<file path="src/rtl/locked_pkg.sv">
// Shared types and default lock constants for the locked pipelined adder.
package locked_pkg;

   typedef enum logic [1:0] {
      KEY_IDLE,
      KEY_LOAD,
      KEY_ARMED
   } key_state_e;

   localparam logic [7:0] DEF_PROT_PATTERN = 8'h01;
   localparam logic [4:0] DEF_FLIP_MASK    = 5'h01;

endpackage

</file>
<file path="src/rtl/locked_pipe_adder_if.sv">
// Operand/result handshake and serial key provisioning bundle for locked_pipe_adder.
interface locked_pipe_adder_if #(
   parameter int unsigned W      = 4,
   parameter int unsigned OUT_CH = 2
);
   logic                       key_bit;
   logic                       key_valid;
   logic                       key_loaded;
   logic                       in_valid;
   logic                       in_ready;
   logic [2*W-1:0]             inputs;
   logic                       out_valid;
   logic                       out_ready;
   logic [OUT_CH*(W+1)-1:0]    out;

   modport master (
      output key_bit, key_valid, in_valid, inputs, out_ready,
      input  key_loaded, in_ready, out_valid, out
   );

   modport slave (
      input  key_bit, key_valid, in_valid, inputs, out_ready,
      output key_loaded, in_ready, out_valid, out
   );
endinterface

</file>
<file path="src/rtl/lock_key_loader.sv">
// Serial LSB-first key capture FSM. With LOCK_KEY_OTP_EN defined the armed key is
// one-time programmable until reset; otherwise key_valid while armed restarts loading.
module lock_key_loader
   import locked_pkg::*;
#(
   parameter int unsigned KW = 8
) (
   input  logic          clk,
   input  logic          rst,
   input  logic          i_key_bit,
   input  logic          i_key_valid,
   output logic [KW-1:0] o_key,
   output logic          o_key_loaded,
   output logic          o_flush
);
   localparam int unsigned      CW       = (KW > 1) ? $clog2(KW) : 1;
   localparam logic [CW-1:0]    LAST_IDX = CW'(KW - 1);

   key_state_e    r_state, w_state_nxt;
   logic [CW-1:0] r_cnt, w_cnt_nxt;
   logic [KW-1:0] r_key, w_key_nxt;
   logic          r_loaded, w_loaded_nxt;

   always_ff @(posedge clk) begin
      if (rst) begin
         r_state  <= KEY_IDLE;
         r_cnt    <= '0;
         r_key    <= '0;
         r_loaded <= 1'b0;
      end else begin
         r_state  <= w_state_nxt;
         r_cnt    <= w_cnt_nxt;
         r_key    <= w_key_nxt;
         r_loaded <= w_loaded_nxt;
      end
   end

   always_comb begin
      w_state_nxt  = r_state;
      w_cnt_nxt    = r_cnt;
      w_key_nxt    = r_key;
      w_loaded_nxt = r_loaded;
      o_flush      = 1'b0;
      unique case (r_state)
         // The first key_valid in idle already carries bit 0.
         KEY_IDLE, KEY_LOAD: begin
            if (i_key_valid) begin
               w_key_nxt[r_cnt] = i_key_bit;
               if (r_cnt == LAST_IDX) begin
                  w_state_nxt  = KEY_ARMED;
                  w_cnt_nxt    = '0;
                  w_loaded_nxt = 1'b1;
               end else begin
                  w_state_nxt = KEY_LOAD;
                  w_cnt_nxt   = r_cnt + 1'b1;
               end
            end
         end
         KEY_ARMED: begin
`ifdef LOCK_KEY_OTP_EN
            w_state_nxt = KEY_ARMED;
`else
            // The restarting pulse carries no key data; loading begins at bit 0 afterwards.
            if (i_key_valid) begin
               w_state_nxt  = KEY_LOAD;
               w_cnt_nxt    = '0;
               w_key_nxt    = '0;
               w_loaded_nxt = 1'b0;
               o_flush      = 1'b1;
            end
`endif
         end
         default: w_state_nxt = KEY_IDLE;
      endcase
   end

   assign o_key        = r_key;
   assign o_key_loaded = r_loaded;

endmodule

</file>
<file path="src/rtl/locked_pipe_adder.sv">
// Two-stage valid/ready locked adder: perturb on PROT_PATTERN, restore on the loaded key.
// Optional macro LOCK_KEY_OTP_EN makes the key one-time programmable (see lock_key_loader).
module locked_pipe_adder
   import locked_pkg::*;
#(
   parameter int unsigned     W            = 4,
   parameter logic [2*W-1:0]  PROT_PATTERN = (2*W)'(DEF_PROT_PATTERN),
   parameter logic [W:0]      FLIP_MASK    = (W+1)'(DEF_FLIP_MASK),
   parameter int unsigned     OUT_CH       = 2
) (
   input logic                clk,
   input logic                rst,
   locked_pipe_adder_if.slave bus
);
   localparam int unsigned KW = 2 * W;

   logic [KW-1:0] w_key;
   logic          w_key_loaded;
   logic          w_flush;

   lock_key_loader #(
      .KW (KW)
   ) u_key_loader (
      .clk          (clk),
      .rst          (rst),
      .i_key_bit    (bus.key_bit),
      .i_key_valid  (bus.key_valid),
      .o_key        (w_key),
      .o_key_loaded (w_key_loaded),
      .o_flush      (w_flush)
   );

   logic         r_s1_valid;
   logic [W:0]   r_s1_sum;
   logic         r_s1_pert;
   logic         r_s1_rest;
   logic         r_out_valid;
   logic [W:0]   r_out;

   logic         w_s2_adv;
   logic         w_accept;
   logic [W-1:0] w_a;
   logic [W-1:0] w_b;
   logic [W:0]   w_sum;
   logic         w_pert;
   logic         w_rest;
   logic [W:0]   w_res;

   always_comb begin
      // Stage 1 may only move when the output register is free or being drained.
      w_s2_adv = !r_out_valid || bus.out_ready;
      w_accept = bus.in_valid && w_key_loaded && w_s2_adv;
      w_a      = bus.inputs[W-1:0];
      w_b      = bus.inputs[2*W-1:W];
      w_sum    = {1'b0, w_a} + {1'b0, w_b};
      w_pert   = (bus.inputs == PROT_PATTERN);
      w_rest   = (bus.inputs == w_key);
      w_res    = r_s1_sum ^ (FLIP_MASK & {(W+1){r_s1_pert ^ r_s1_rest}});
   end

   always_ff @(posedge clk) begin
      if (rst) begin
         r_s1_valid  <= 1'b0;
         r_s1_sum    <= '0;
         r_s1_pert   <= 1'b0;
         r_s1_rest   <= 1'b0;
         r_out_valid <= 1'b0;
         r_out       <= '0;
      end else if (w_flush) begin
         r_s1_valid  <= 1'b0;
         r_out_valid <= 1'b0;
      end else if (w_s2_adv) begin
         r_s1_valid  <= w_accept;
         r_out_valid <= r_s1_valid;
         if (w_accept) begin
            r_s1_sum  <= w_sum;
            r_s1_pert <= w_pert;
            r_s1_rest <= w_rest;
         end
         if (r_s1_valid) begin
            r_out <= w_res;
         end
      end
   end

   assign bus.key_loaded = w_key_loaded;
   assign bus.in_ready   = w_key_loaded && w_s2_adv;
   assign bus.out_valid  = r_out_valid;
   assign bus.out        = {OUT_CH{r_out}};

endmodule

</file>
<file path="src/flat_wrapper.sv">
// flat-port wrapper written by rule: the top's interface ports become plain ports
module locked_pipe_adder_flat import locked_pkg::*;
#(
   parameter int unsigned     W            = 4,
   parameter logic [2*W-1:0]  PROT_PATTERN = (2*W)'(DEF_PROT_PATTERN),
   parameter logic [W:0]      FLIP_MASK    = (W+1)'(DEF_FLIP_MASK),
   parameter int unsigned     OUT_CH       = 2
)
  (clk, rst, bus_key_bit, bus_key_valid, bus_in_valid, bus_inputs, bus_out_ready, bus_key_loaded, bus_in_ready, bus_out_valid, bus_out);
  locked_pipe_adder_if #(.W(W), .OUT_CH(OUT_CH)) bus_i ();
  input logic clk;
  input logic rst;
  input wire logic [$bits(bus_i.key_bit)-1:0] bus_key_bit;
  input wire logic [$bits(bus_i.key_valid)-1:0] bus_key_valid;
  input wire logic [$bits(bus_i.in_valid)-1:0] bus_in_valid;
  input wire logic [$bits(bus_i.inputs)-1:0] bus_inputs;
  input wire logic [$bits(bus_i.out_ready)-1:0] bus_out_ready;
  output wire logic [$bits(bus_i.key_loaded)-1:0] bus_key_loaded;
  output wire logic [$bits(bus_i.in_ready)-1:0] bus_in_ready;
  output wire logic [$bits(bus_i.out_valid)-1:0] bus_out_valid;
  output wire logic [$bits(bus_i.out)-1:0] bus_out;
  assign bus_i.key_bit = bus_key_bit;
  assign bus_i.key_valid = bus_key_valid;
  assign bus_i.in_valid = bus_in_valid;
  assign bus_i.inputs = bus_inputs;
  assign bus_i.out_ready = bus_out_ready;
  assign bus_key_loaded = bus_i.key_loaded;
  assign bus_in_ready = bus_i.in_ready;
  assign bus_out_valid = bus_i.out_valid;
  assign bus_out = bus_i.out;
  locked_pipe_adder #(.W(W), .PROT_PATTERN(PROT_PATTERN), .FLIP_MASK(FLIP_MASK), .OUT_CH(OUT_CH)) u_core (.clk(clk), .rst(rst), .bus(bus_i));
endmodule
</file>
<file path="config.mk">
export PLATFORM = sky130hd
export DESIGN_NAME = locked_pipe_adder_flat
export DESIGN_NICKNAME = d
export VERILOG_FILES = /design/src/rtl/locked_pkg.sv /design/src/rtl/locked_pipe_adder_if.sv /design/src/rtl/lock_key_loader.sv /design/src/rtl/locked_pipe_adder.sv /design/src/flat_wrapper.sv
export SDC_FILE = /design/constraint.sdc
export NUM_CORES = 1
export LEC_CHECK = 0
export BUFFER_PORTS_ARGS = -buffer_cell sky130_fd_sc_hd__buf_4
export CAP_MARGIN = 5
export CORE_ASPECT_RATIO = 0.75
export CORE_UTILIZATION = 40
export CTS_CLUSTER_DIAMETER = 80
export DETAILED_ROUTE_END_ITERATION = 6
export SETUP_SLACK_MARGIN = 0.5
export SKIP_LAST_GASP = 1
export SYNTH_ARGS = -nofsm -noshare
export SYNTH_HDL_FRONTEND = slang
export SYNTH_SLANG_ARGS = --single-unit
</file>
<file path="constraint.sdc">
create_clock -name clk -period 1.64 [get_ports clk]
set_input_delay 0.246 -clock clk [delete_from_list [all_inputs] [get_ports clk]]
set_output_delay 0.246 -clock clk [all_outputs]
set_load 0.01 [all_outputs]
</file>
**Word-level counts from Yosys, hierarchy flattened**

Index checks and enable logic that the tools add are counted.

- Mux-type cells: 20
- Div/mod/pow operators: 0
- Bitwise logic cells: 3
- Reduce and logical (&&, ||, !) cells: 15
- Add/subtract/negate cells: 2
- Equal/unequal tests: 8
- Shifts and indexed selects: 0
- Multiply operators: 0
- Order comparisons: 2

Operator list:

| kind | count |
|---|---|
| two-way mux 8 bit | 2 |
| one-hot mux 8 bit (2 select lines) | 1 |
| two-way mux 3 bit | 3 |
| AND reduction 3 bit | 3 |
| bitwise mux 8 bit | 1 |
| equality test 8 x 1 -> 1 bit, second input constant | 1 |
| equality test 8 bit | 1 |
| two-way mux 1 bit | 6 |
| two-way mux 2 bit | 3 |
| != test 2 bit, second input constant | 3 |
| one-hot mux 3 bit (2 select lines) | 1 |
| adder 4 x 4 -> 5 bit | 1 |
| bitwise XOR 5 x 1 -> 5 bit | 1 |
| logical AND 1 bit | 4 |
| < comparator 3 x 4 -> 1 bit, second input constant | 1 |
| one-hot mux 2 bit (2 select lines) | 1 |
| AND reduction 4 bit | 1 |
| OR reduction 2 bit | 2 |
| adder 3 x 1 -> 3 bit, second input constant | 1 |
| demux 1 bit (select 3 bit) | 1 |
| equality test 3 bit, second input constant | 1 |
| greater-or-equal comparator 3 x 1 -> 1 bit, second input constant | 1 |
| equality test 2 x 1 -> 1 bit, second input constant | 1 |
| equality test 2 bit, second input constant | 1 |
| 8 further kinds | 8 |

- RAM bits: 0
- Bits in read-only memories: 0
- Latch bits: 0
- Memories kept: 0
- Output and inout port bits: 13
- Bits in registers: 28
- Bits of input ports: 14

**Longest topological paths before layout**

Gate-level depths: netlist (run 1).

- Depth after elaboration: 7
- Depth in mapped cells: 6

**Hierarchy**

Synthesis (run 1) repeated with hierarchy kept, for this count alone.

- Cell total of the unflattened synthesis: 166
- Area total of the unflattened synthesis: 1605.3 sq um

By module, submodules not included:

| module | cells each | times used | area each (sq um) |
|---|---|---|---|
| locked_pipe_adder | 91 | 1 | 819.5 |
| lock_key_loader | 75 | 1 | 785.8 |

**Worst setup path after synthesis (run 1)**

Ideal clock, no wire load.

- Kind: input-to-reg
- From: input bus_inputs[0]
- To: register u_core.r_s1_sum[4]
- Setup slack: 0.224 ns
- Buffers on the path: 0
- Cell stages on the path: 5
- Library setup time: 0.131 ns
- Arrival time: 1.284 ns
- Cell sequence: ha_1 -> fa_1 -> a21o_1 -> a211oi_2 -> nor3_1

- Cells in the longest elaborated chain, start to end: 1

Ends and longest elaborated chain:

| what | RTL line | source |
|---|---|---|
| start: declaration | flat_wrapper.sv:16 | `input wire logic [$bits(bus_i.inputs)-1:0] bus_inputs;` |
| adder 4 x 4 -> 5 bit | locked_pipe_adder.sv:55 | `w_sum = {1'b0, w_a} + {1'b0, w_b};` |
| end signal: assignment | locked_pipe_adder.sv:76 | `r_s1_sum <= w_sum;` |
| end: declaration | locked_pipe_adder.sv:34 | `logic [W:0] r_s1_sum;` |

Every way passes these cells.
A chain may end at the register's enable or synchronous reset.

**Worst setup path after layout (run 1)**

- From: register u_core.u_key_loader.r_state[0]
- To: register u_core.r_s1_sum[4]

- Cells in the longest elaborated chain, start to end: 4

Ends and longest elaborated chain:

| what | RTL line | source |
|---|---|---|
| start: declaration | lock_key_loader.sv:19 | `key_state_e r_state, w_state_nxt;` |
| start signal: assignment | lock_key_loader.sv:31 | `r_state <= w_state_nxt;` |
| equality test 2 bit | lock_key_loader.sv:44 | `unique case (r_state)` |
| two-way mux 1 bit | lock_key_loader.sv:44 |  |
| NOT 1 bit (no line) | - |  |
| AND reduction 3 bit (no line) | - |  |

Every way passes these cells.

==> flow_metrics.py, run 1 <==
metrics = {
    "outcome": {
        "status": "finished, violations left",
        "violations": "design-rule violations",
    },
    "sta": {
        "setup_viol": 0,
        "max_freq_ghz": 0.782,
        "fin_crit_ps": 1280,
        "fin_ws_ps": 361,
        "timing.final.crit_share_pct": 78.0,
        "rsz0062_at_grt": "yes",
        "clock_skew_ps": 8.83,
        "max_slew_margin_pct": 74.1,
        "worst_pin_slew_ps": 383,
        "fin_tns_setup_ps": 0,
        "hold_viol": 0,
        "whs_ps": 246,
        "drv_slew": 0,
    },
    "synth": {
        "synth.avg_cell_area_um2": 8.54,
        "netlist_instances": 169,
        "synthesis.nets": 190,
        "synth_warnings": 0,
        "yosysUniqueCellTypes": 35,
        "synth_area_um2": 1440,
        "ys_ff_latch": 28,
        "yosysSeqAreaShare_pct": 38.9,
    },
    "clocking": {
        "clkSlewWorstSetupHoldPaths_ps": 100,
        "numCtsBuffers": 3,
        "root_buffer": "clkbuf_8",
        "clk-insertion-delay-late_ps": 280,
        "cts_tree": "built",
        "clkSinkCount": 28,
        "htree_num_levels": 1,
        "max-clock-path-buffers": 2,
    },
    "critical_path": {
        "required_ps": 1800,
        "arrival_ps": 1440,
        "critPathKind": "reg -> reg",
        "start_kind": "flop",
        "end_kind": "flop",
        "crit_fanout": 6,
        "r2r_cells": 4,
        "crit_family": "simple AND/OR/NAND/NOR gates",
        "crit_buf_inv": 0,
        "crit_cells": 4,
        "crit_chain": "and3b_4, or3_4, a211oi_2, nor3_1",
        "max_stage_delay_ps": 390,
        "slowest_stage": "or3_4",
    },
    "final_layout": {
        "layout.area.seq_um2": 578,
        "fillers": 300,
        "final_nets": 222,
        "n_antenna_cell": 0,
        "fin_util_pct": 60.2,
        "syn_to_final_growth_pct": 40.0,
        "drive_gt1_share_pct": 41.5,
        "multiInputGateArea_um2": 1000,
        "stdcell_area_um2": 2020,
        "layout_commonest_cell": "buf_4",
        "final_cell_mix": "35 x buf_4, 20 x dfxtp_1, 18 x a21oi_1, 17 x nor2_1, 12 x nand2_1",
        "fin_cells": 240,
    },
    "die": {
        "placeableCoreArea_um2": 3360,
        "die_x_um": 71.3,
        "die_area_um2": 3850,
        "row_count": 18,
        "start_util_pct": 43.0,
        "dieHeight_um": 54.0,
        "ioPinCount": 27,
    },
    "pwr": {
        "p_leak_nw": 0.796,
        "fin_total_pwr_mw": 1.45,
        "ir_drop_mv": 0.478,
        "power_density_nw_per_um2": 716,
    },
    "global_route": {
        "grt-ovfl-total": 0,
        "grt_pass1_wl_mm": 5.30,
        "grt_max_degree": 29,
        "grt_pass1_vias": 1144,
        "grt_use_total_pct": 18.4,
        "antenna_found_initial": 0,
    },
    "route": {
        "via_count": 1313,
        "drc_errors": 3,
        "firstDrtPassIters": 6,
        "drt-total-wl_mm": 3.53,
        "drt_iter0_drc": 61,
        "ant_nets": 0,
        "viasPerCell": 5.47,
        "wire_per_inst_um": 14.7,
    },
    "min_path": {
        "hold_depth": 3,
        "hold_class": "in -> reg",
    },
    "placed_design": {
        "gp_congestion": 0.821,
        "hpwl_mm": 2.45,
        "io_buffers": 26,
        "dp_slack_ps": 143,
        "placedCellCount": 224,
        "dpl_cell_area_um2": 1660,
    },
    "flow_run": {
        "maxCapViolations": 0,
    },
}
[power breakdown]
| part | internal, mW | switching, mW |
|---|---|---|
| clock | 0.327 | 0.218 |
| sequential | 0.686 | 0.00902 |
| combinational | 0.0991 | 0.107 |
| total | 1.11 | 0.334 |
[routing by layer]
layer | share of wire [%] | track usage (%) | vias to the layer above
met2 | 45 | 28.7 | 33
met5 | 0 | 0 | -
met3 | 4.3 | 4.49 | 8
li1 | - | - | 649
met4 | 1.8 | 6.33 | 0
met1 | 49 | 24.9 | 623
[flip-flops by register name, summed over array words and instances (netlist names)]
register	count
u_core.bus.out_valid	1
u_core.r_out	5
u_core.r_s1_pert	1
u_core.r_s1_rest	1
u_core.r_s1_sum	5
u_core.r_s1_valid	1
u_core.u_key_loader.o_key	8
u_core.u_key_loader.o_key_loaded	1
u_core.u_key_loader.r_cnt	3
u_core.u_key_loader.r_state	2
[path summary, 6_finish.rpt]
kind | slack [ps] | end | start
setup / recovery | 360 | u_core.r_s1_sum[4] | u_core.u_key_loader.r_state[0]
hold / removal | 250 | u_core.r_s1_valid | bus_in_valid
setup reg to reg | 360 | u_core.r_s1_sum[4] | u_core.u_key_loader.r_state[0]
hold reg to reg | 480 | u_core.r_s1_sum[3] | u_core.r_s1_sum[3]
[cell families after synthesis]
group | share of synthesized area [%]
flip-flops | 38.9
adder cells (fa/ha/maj) | 6.59
AND/OR/NAND/NOR | 20.3
buffers and inverters | 5.55
AO/OA/AOI/OAI | 18.6
multiplexers | 3.47
XOR/XNOR | 6.68
[area by class of cell]
class                      count  share of cell area, %
timing repair buffer          39                   15.7
multi-input combinational    128                   49.5
clock inverter                 1                   1.49
inverter                       1                  0.186
tap                           40                   2.48
sequential                    28                   28.6
clock buffer                   3                   2.04
[synth_stat cells]
cell / count / area, µm²
dfxtp_1: 28 / 561
a21oi_1: 22 / 110
nor2_1: 18 / 67.6
nand2_1: 16 / 60.1
o21ai_0: 9 / 45.0
xor2_1: 8 / 70.1
clkbuf_1: 6 / 22.5
ha_1: 6 / 75.1
buf_4: 5 / 37.5
mux2i_1: 5 / 50.1
nand3_1: 5 / 25.0
nor2b_1: 4 / 25.0
nor3_1: 4 / 20.0
nor4_1: 4 / 25.0
a211oi_1: 3 / 22.5
a22oi_1: 3 / 22.5
xnor2_1: 3 / 26.3
a31oi_1: 2 / 12.5
nand2b_1: 2 / 12.5
a211oi_2: 1 / 12.5
a21bo_2: 1 / 10.0
a21o_1: 1 / 7.51
a221o_1: 1 / 10.0
and2_1: 1 / 6.26
and3b_4: 1 / 12.5
buf_2: 1 / 5.00
buf_6: 1 / 11.3
fa_1: 1 / 20.0
inv_1: 1 / 3.75
nand3b_1: 1 / 7.51
nor3_4: 1 / 16.3
nor4b_1: 1 / 8.76
o211ai_1: 1 / 7.51
o21bai_1: 1 / 7.51
or3_1: 1 / 6.26
[worst reg2reg max path, cell delays in order, from the launching register on]
cell      delay [ps]
dfxtp_2          340
and3b_4          210
or3_4            390
a211oi_2         160
nor3_1            60
[timing repair]
| item | 4_1_cts | 5_1_grt |
|---|---|---|
| setup buffers | 3 | 8 |
| hold buffers | 0 | 0 |
| resized for setup | 18 | 35 |
| gates cloned | 1 | 0 |
| pin swaps | 5 | 16 |
| endpoints found under the setup margin | 29 | 25 |
Note: power is estimated with default switching activity, not from simulation.
==> run 2, diff against run 1 <==
- clock period: 1.64 -> 1.2 ns (I/O delays scaled with it)
==> run 2 against run 1 <==
  * Sequential power increased by 37%
  * Sequential share of layout area down 3.7 points
  * Global-route usage increased by 2.1 points
  * Register-to-register slack got worse by 510 ps
  * Power up 32%
  * Flip-flop and latch count did not move
  * Clock skew shrank 3.8 ps
  * The run ends with design-rule violations, negative setup slack left
  * Combinational power increased by 44%
  * Largest power group unchanged
  * Clock-buffer cell count increased by 1
  * Clock power is 22% higher
==> flow_metrics.py, run 2 (same netlist as run 1, synthesis figures left out) <==
metrics = {
    "outcome": {
        "status": "finished, violations left",
        "violations": "design-rule violations, negative setup slack",
    },
    "final_layout": {
        "fin_util_pct": 69.6,
        "layout_commonest_cell": "buf_4",
        "syn_to_final_growth_pct": 61.8,
        "final_nets": 246,
        "drive_gt1_share_pct": 54.5,
        "n_antenna_cell": 0,
        "final_cell_mix": "36 x buf_4, 25 x buf_6, 17 x nor2_1, 16 x dfxtp_1",
        "largest_reg_flops": 8,
        "fin_cells": 264,
    },
    "pwr": {
        "ir_drop_mv": 0.590,
        "p_leak_nw": 0.958,
        "power_density_nw_per_um2": 819,
    },
    "placed_design": {
        "hpwl_mm": 2.46,
        "placedCellCount": 243,
        "gp_congestion": 0.784,
        "dp_slack_ps": -243,
        "io_buffers": 26,
    },
    "global_route": {
        "busiest_layer": "met2",
        "grt_pass1_wl_mm": 5.99,
        "grt_pass1_vias": 1290,
        "grt_use_total_pct": 20.4,
        "grt_use_met2_pct": 32.4,
        "use_met1_pct": 28.9,
        "grt_max_degree": 29,
        "grt-ovfl-total": 0,
        "grt.met3_usage_pct": 4.12,
        "antenna_found_initial": 0,
    },
    "critical_path": {
        "critical_path.endpoint": "u_core.r_s1_rest",
        "r2r_cells": 5,
        "required_ps": 1370,
        "start_kind": "flop",
        "critPathLaunch": "u_core.u_key_loader.r_state[1]",
        "end_kind": "flop",
        "r2r_slack_ps": -150,
        "arrival_ps": 1520,
        "critPathKind": "reg -> reg",
        "crit-reg2reg-launch": "u_core.u_key_loader.r_state[1]",
        "crit_fanout": 6,
        "reg2reg_to": "u_core.r_s1_rest",
    },
    "min_path": {
        "hold_class": "in -> reg",
    },
    "die": {
        "start_util_pct": 43.0,
        "row_count": 18,
        "die_area_um2": 3850,
        "die_x_um": 71.3,
        "dieHeight_um": 54.0,
        "placeableCoreArea_um2": 3360,
        "ioPinCount": 27,
    },
    "route": {
        "firstDrtPassIters": 6,
        "ant_nets": 0,
        "via_count": 1390,
        "drc_errors": 4,
        "wire_per_inst_um": 14.4,
        "viasPerCell": 5.27,
        "drt-total-wl_mm": 3.81,
        "drt_iter0_drc": 87,
    },
    "sta": {
        "hold_viol": 0,
        "worst_pin_slew_ps": 405,
        "clock_skew_ps": 4.98,
        "setup_viol": 18,
        "whs_ps": 177,
        "max_freq_ghz": 0.743,
        "drv_slew": 0,
        "fin_ws_ps": -147,
        "rsz0062_at_grt": "yes",
        "max_slew_margin_pct": 72.8,
        "fin_tns_setup_ps": -941,
        "timing.final.crit_share_pct": 112,
        "fin_crit_ps": 1350,
    },
    "clocking": {
        "clk-insertion-delay-late_ps": 280,
        "htree_num_levels": 1,
        "clkSinkCount": 28,
        "max-clock-path-buffers": 2,
        "clkSlewWorstSetupHoldPaths_ps": 100,
        "postCtsHoldBufs": 0,
        "root_buffer": "clkbuf_8",
        "numCtsBuffers": 3,
        "cts_tree": "built",
    },
    "flow_run": {
        "maxCapViolations": 0,
    },
}
-- run 2: cell count changes in the layout (fill, tap and decap cells not counted), moves of 2 or more --
| cell | change |
|---|---|
| buf_6 | +22 |
| o21ai_2 | +6 |
| dfxtp_1 | -4 |
| dfxtp_2 | +4 |
| o21ai_1 | -4 |
| a21oi_1 | -3 |
| a21oi_2 | +3 |
| nand2_1 | +3 |
| nand2_2 | -3 |
| nor4_1 | +2 |
| o21ai_0 | -2 |
-- run 2: worst max-delay path, cell delays in order, from the launching register on --
cell and delay [ps]:
dfxtp_4 360, and3b_4 200, or3_4 420, buf_4 160
nand2_2 60, a21oi_2 50
-- run 2: how the worst min path moves through the flow --
stage / start / endpoint / slack (ps) / depth (start not counted)
2_1_floorplan: bus_in_valid / u_core.r_s1_valid / 350 / 2
3_3_place_gp: u_core.r_s1_sum[3] / u_core.r_s1_sum[3] / 440 / 2
4_1_cts: bus_in_valid / u_core.r_s1_valid / 160 / 3
5_1_grt: bus_in_valid / u_core.r_s1_valid / 170 / 3
6_report: bus_in_valid / u_core.r_s1_valid / 180 / 3
3_5_place_dp: u_core.r_s1_sum[3] / u_core.r_s1_sum[3] / 450 / 2
-- run 2: layout make-up --
type                            instances  area (µm²)
Inverter                                1        6.26
Tap cell                               40        50.0
Clock buffer                            4        66.3
Multi-Input combinational cell        128        1030
Fill cell                             259        1020
Timing Repair Buffer                   63         594
Sequential cell                        28         583
-- run 2: what timing repair did --
action                                  4_1_cts  5_1_grt
gates cloned                                  2        0
pin swaps                                    25       11
gates resized for setup                      61       17
setup buffers                                13        2
endpoints found under the setup margin       41       41
-- run 2: stage by stage --
stage	area [µm²]	total power [mW]
detailed placement	1840	1.22
global route	2330	2.00
floorplan	1530	1.11
global placement	1840	1.21
CTS	2240	1.92
finish	2330	1.91
-- run 2: metal layers --
metal | routed length, µm | part of all wire [%] | vias to the layer above
li1 | - | - | 702
met1 | 1860 | 49 | 643
met2 | 1730 | 45 | 39
met3 | 195 | 5.1 | 6
met4 | 29 | 0.76 | 0
met5 | 0 | 0 | -
-- run 2: report_power, final --
part	internal (mW)	total, mW	switching (mW)
clock network	0.363	0.666	0.302
registers	0.937	0.950	0.0137
logic	0.147	0.297	0.150
